<file path="config.mk">
export PLATFORM = sky130hd
export DESIGN_NAME = seq_alu
export DESIGN_NICKNAME = d
export VERILOG_FILES = /design/src/rtl/seq_alu_pkg.sv /design/src/rtl/seq_alu_addsub.sv /design/src/rtl/seq_alu.sv
export SDC_FILE = /design/constraint.sdc
export NUM_CORES = 1
export LEC_CHECK = 0
export ABC_AREA = 1
export CELL_PAD_IN_SITES_DETAIL_PLACEMENT = 1
export CELL_PAD_IN_SITES_GLOBAL_PLACEMENT = 2
export CORE_ASPECT_RATIO = 1.5
export CORE_MARGIN = 1.5
export CORE_UTILIZATION = 31
export DETAILED_ROUTE_END_ITERATION = 16
export PLACE_DENSITY_LB_ADDON = 0.05
export SKIP_CTS_REPAIR_TIMING = 1
export SLEW_MARGIN = 0
export SYNTH_ARGS = -nofsm -noshare
export SYNTH_HDL_FRONTEND = slang
export SYNTH_SLANG_ARGS = --single-unit
</file>
<file path="constraint.sdc">
create_clock -name clk -period 7.52 [get_ports clk]
set_input_delay 2.256 -clock clk [delete_from_list [all_inputs] [get_ports clk]]
set_output_delay 2.256 -clock clk [all_outputs]
set_load 0.01 [all_outputs]
</file>
<file path="src/rtl/seq_alu_pkg.sv">
// seq_alu_pkg: op codes and FSM states shared by the sequential ALU
package seq_alu_pkg;
    typedef enum logic [2:0] {ADD, SUB, AND, OR, SHL, SHR, MUL, RSVD} op_e;
    typedef enum logic [1:0] {IDLE, EXEC, DONE} state_e;
endpackage

</file>
<file path="src/rtl/seq_alu_addsub.sv">
// seq_alu_addsub: WIDTH-bit adder with carry in/out and optional B inversion
module seq_alu_addsub #(
    parameter int WIDTH = 8
) (
    input  logic [WIDTH-1:0] a_i,
    input  logic [WIDTH-1:0] b_i,
    input  logic             inv_i,
    input  logic             cin_i,
    output logic [WIDTH-1:0] sum_o,
    output logic             cout_o
);
    logic [WIDTH-1:0] bb;
    assign bb = inv_i ? ~b_i : b_i;
    assign {cout_o, sum_o} = {1'b0, a_i} + {1'b0, bb} + {{WIDTH{1'b0}}, cin_i};
endmodule

</file>
<file path="src/rtl/seq_alu.sv">
// seq_alu: handshaked ALU; logic ops in one cycle, shifts bit-serial, MUL shift-add
module seq_alu
    import seq_alu_pkg::*;
#(
    parameter int WIDTH = 8
) (
    input  logic             clk,
    input  logic             rst_n,
    input  logic             in_valid,
    output logic             in_ready,
    input  logic [2:0]       op,
    input  logic [WIDTH-1:0] a,
    input  logic [WIDTH-1:0] b,
    output logic             out_valid,
    input  logic             out_ready,
    output logic [WIDTH-1:0] y,
    output logic [WIDTH-1:0] hi,
    output logic             cout,
    output logic             zero
);
    localparam int SHW = $clog2(WIDTH);
    localparam int CW = $clog2(WIDTH + 1);
    state_e state_q, state_d;
    op_e op_q, op_d, op_in;
    logic [WIDTH-1:0] mc_q, mc_d, y_q, y_d, hi_q, hi_d;
    logic cout_q, cout_d, zero_q, zero_d;
    logic [CW-1:0] cnt_q, cnt_d;
    logic [SHW-1:0] amt;
    logic [WIDTH-1:0] add_a, add_b, add_sum;
    logic add_inv, add_co;
    assign op_in = op_e'(op);
    assign amt = b[SHW-1:0];
    // MUL accumulates into hi through the same adder ADD/SUB use in IDLE
    assign add_a = (state_q == EXEC) ? hi_q : a;
    assign add_b = (state_q == EXEC) ? (y_q[0] ? mc_q : '0) : b;
    assign add_inv = (state_q == IDLE) && (op_in == SUB);
    seq_alu_addsub #(.WIDTH(WIDTH)) u_addsub (
        .a_i(add_a),
        .b_i(add_b),
        .inv_i(add_inv),
        .cin_i(add_inv),
        .sum_o(add_sum),
        .cout_o(add_co)
    );
    always_comb begin
        state_d = state_q;
        op_d = op_q;
        mc_d = mc_q;
        y_d = y_q;
        hi_d = hi_q;
        cout_d = cout_q;
        zero_d = zero_q;
        cnt_d = cnt_q;
        case (state_q)
            IDLE: if (in_valid) begin
                op_d = op_in;
                mc_d = a;
                hi_d = '0;
                y_d = (op_in == ADD || op_in == SUB) ? add_sum :
                      (op_in == AND) ? (a & b) :
                      (op_in == OR) ? (a | b) :
                      (op_in == RSVD) ? '0 : a;
                cout_d = (op_in == ADD || op_in == SUB) && add_co;
                state_d = DONE;
                if (op_in == MUL) begin
                    y_d = b;
                    cnt_d = CW'(WIDTH);
                    state_d = EXEC;
                end else if ((op_in == SHL || op_in == SHR) && amt != '0) begin
                    cnt_d = CW'(amt);
                    state_d = EXEC;
                end
            end
            EXEC: begin
                case (op_q)
                    SHL: begin
                        y_d = {y_q[WIDTH-2:0], 1'b0};
                        cout_d = y_q[WIDTH-1];
                    end
                    SHR: begin
                        y_d = {1'b0, y_q[WIDTH-1:1]};
                        cout_d = y_q[0];
                    end
                    default: begin
                        hi_d = {add_co, add_sum[WIDTH-1:1]};
                        y_d = {add_sum[0], y_q[WIDTH-1:1]};
                    end
                endcase
                cnt_d = cnt_q - 1'b1;
                state_d = (cnt_q == CW'(1)) ? DONE : EXEC;
            end
            default: state_d = out_ready ? IDLE : DONE;
        endcase
        if (state_d == DONE && state_q != DONE) zero_d = ~|{hi_d, y_d};
    end
    always_ff @(posedge clk) begin
        if (!rst_n) begin
            state_q <= IDLE;
            op_q <= ADD;
            mc_q <= '0;
            y_q <= '0;
            hi_q <= '0;
            cout_q <= 1'b0;
            zero_q <= 1'b0;
            cnt_q <= '0;
        end else begin
            state_q <= state_d;
            op_q <= op_d;
            mc_q <= mc_d;
            y_q <= y_d;
            hi_q <= hi_d;
            cout_q <= cout_d;
            zero_q <= zero_d;
            cnt_q <= cnt_d;
        end
    end
    assign in_ready = (state_q == IDLE);
    assign out_valid = (state_q == DONE);
    assign y = y_q;
    assign hi = hi_q;
    assign cout = cout_q;
    assign zero = zero_q;
endmodule

</file>
==> run metrics <==
outcome=complete, no violations; Clk pin slew, worst setup/hold paths=0.06 ns; arrival time at the worst endpoint=5.48 ns; GRT overflow=0; maximum buffer depth of the clock tree=2; CP dominant cell by count=nand2_1; Mapped Area=2680 sq um; Std-Cell Rows=41; Hold WC Path Type=reg -> reg; static leakage=1.51 nW; Post-Place Cells=approximately 570; Worst-Skew Late Latency=0.29 ns; routability cong.=0.910; Yosys cell types=38; Die H=117 um; total track usage=0.241; WS Path Type=in -> reg; CP delay by family, top=simple AND/OR/NAND/NOR gates; cells along the critical path=clkdlybuf4s50_1, nor2_8, nand3_4, xor2_1, fa_1, xnor2_1, o21ai_0, inv_1, nand2_1, nand2_1, nand2_1, nand2_1, nand2_1, nor2_1, nand4_1, nor2_1, nand4_1, a21oi_1; peak supply drop=0.108 mV; Routed Antenna Nets=0; PwrDens=around 200 nW/um^2; register area share after synthesis=0.262; Yosys top cell by area=dfxtp_1; die width=78.9 um; startpoint types=input pin; CTS H-tree depth=2; Residual DRC=0; area of the die=9220 sq um; area growth from synthesis to layout=24.1%; Final TNS setup=0 ns; CTS buffer count=5; Crit path buffers/inverters=2; post-synthesis register bit count=35; Initial Utilization=0.318; layout filler cell count=roughly 1200; crit path max fanout=10; top cell type's share of synthesized area=0.262; maxcap violations=0; nature of the critical path endpoint=flop; Slew Viols, Final=0; layout cells sized above 1=0.0550; First-pass DRT Iterations=4; CTS tree=done; fmax=between 150 and 200 MHz; core area=8410 sq um; Final nets=505; top cells by area, synth=dfxtp_1 26%, nand2_1 12%, a21oi_1 9.7%; initial DRC count=109; Mapped Nets=468; required time worst endpoint=7.73 ns; pin count of the biggest net entering global routing=25; first-pass GRT wire length=16600 um; ANT cells=0; Worst path slowest cell=clkdlybuf4s50_1; clock skew=0.00387 ns; Vias per Instance=slightly above 5; I/O Buffers=42; fin crit period=5.27 ns; Final Hold Vio Count=0; RSZ-0062 raised after global routing=false; Yosys warnings=0; initial antenna violation count=0; HPWL Detailed=~8400 um; clk sinks=35; setup violators final=0; DR vias=between 3000 and 4000; CP peak stage delay=0.58 ns; max_slew headroom=0.520; Ports=43; Least-Margin Pin Slew=about 0.71 ns; clock root buffer master=clkbuf_16; Syn Area/Cell=6.16 sq um; drt total wl=10500 um; Period Utilization, post-route=0.701; drt wl/cell=18.1 um; number of global-route vias before repair=3140; Layout Cells excl Fill=580; Syn Inst Count=~440
## cell type report
class | count | area (sq um) | share of cell area
clock buffers | 6 | 129 | 0.0388
clock inverters | 2 | 12.5 | 0.00376
repair buffers | 44 | 435 | 0.131
well taps | 107 | 134 | 0.0403
flip-flops and latches | 35 | 701 | 0.211
inverters | 70 | 263 | 0.0790
multi-input cells | 316 | 1650 | 0.497
## placed cells by master (no fill, tap or decap), types with 2 or more instances in the layout
cell type        count
nand3_1             26
inv_1               65
nand2_2              4
ha_1                 9
o21ai_0             46
inv_2                4
o21ai_1              3
nor2_1              38
xor2_1               8
nor3_1               3
o211ai_1             3
o311ai_0             2
dfxtp_1             35
buf_4                2
nand4_1              6
a31oi_1              9
a21oi_1             52
nor2_2               3
clkbuf_16            5
nand2_1             86
o22ai_1              4
clkdlybuf4s50_1     42
## per-layer routing
metal / vias to the layer above / global-route usage / share of wire
met2: 60 / 0.447 / 0.52
met5: - / 0 / 0
met4: 0 / 0.122 / 0.045
met3: 26 / 0.0442 / 0.032
met1: 1412 / 0.262 / 0.40
li1: 1503 / - / -
## power breakdown
| part | total, mW | leakage [nW] | internal (mW) | switching (mW) |
|---|---|---|---|---|
| Sequential | 0.216 | 0.287 | 0.202 | 0.0138 |
| Clock | 0.211 | 0.0669 | 0.122 | 0.0882 |
| Combinational | 0.236 | 1.16 | 0.0861 | 0.150 |
| Total | 0.663 | 1.51 | 0.411 | 0.252 |
## stage by stage
stage	total power, mW	utilization	hold slack (ns)	worst slack [ns]	cell area (sq um)
2_1_floorplan	0.367	-	0.444	3.24	2680
3_3_place_gp	0.456	0.378	0.457	1.92	3180
3_5_place_dp	0.456	0.378	0.459	1.89	3180
4_1_cts	0.670	0.395	0.469	2.20	3330
5_1_grt	0.705	0.395	0.493	1.95	3330
6_report	0.663	0.395	0.468	2.25	3330
## worst paths after layout
check	startpoint	endpoint	slack, ns	cells past startpoint
worst max-delay path	op[2]	zero	2.25	18
worst min-delay path	op_q[0]	op_q[0]	0.47	2
worst max register to register	state_q[0]	zero	3.61	20
worst min register to register	op_q[0]	op_q[0]	0.47	2
## sequential cells by signal, summed over array words and instances, names as in the netlist
register / flops
op_q: 3
mc_q: 8
cout: 1
state_q: 2
zero: 1
y: 8
hi: 8
cnt_q: 4
## worst reg2reg max path: stages (launching register included)
cell and delay [ns]:
dfxtp_1 0.48, inv_1 0.16, nor2_1 0.40, buf_4 0.36
nor2_1 0.12, a31oi_1 0.25, xor2_1 0.16, fa_1 0.46
xnor2_1 0.35, o21ai_0 0.13, inv_1 0.07, nand2_1 0.05
nand2_1 0.07, nand2_1 0.05, nand2_1 0.08, nand2_1 0.05
nor2_1 0.17, nand4_1 0.12, nor2_1 0.11, nand4_1 0.08
a21oi_1 0.12
## cells by family (layout without fill, tap and decap cells)
logic type      after synthesis  after routing  synth area share
compound gates              124            124             0.249
flops                        35             35             0.262
fa+ha+maj                    10             10            0.0495
simple gates                173            173             0.288
buf+inv                      84            122             0.122
xor+xnor                      9              9            0.0294
## synth_stat cells
master    instances
a32o_1            1
a211oi_1          1
a21oi_1          52
nand3b_1          1
o22ai_1           4
buf_4             1
nand2_1          86
buf_6             1
clkinv_1          1
o211ai_1          3
nand4_1           6
inv_2             4
a31oi_1           9
nor3_1            3
o21ai_1           3
nor3_2            1
nand3_1          26
nand3_2           1
nor2_8            1
nand3_4           1
clkbuf_1         10
fa_1              1
nor2_2            3
o311ai_0          2
or2_2             1
o22a_1            1
and2_4            1
o21ai_0          46
ha_1              9
dfxtp_1          35
xnor2_1           1
nor2_1           38
o21a_1            1
o21bai_1          1
xor2_1            8
buf_1             2
inv_1            65
nand2_2           4
(Power assumes the default switching activity.)
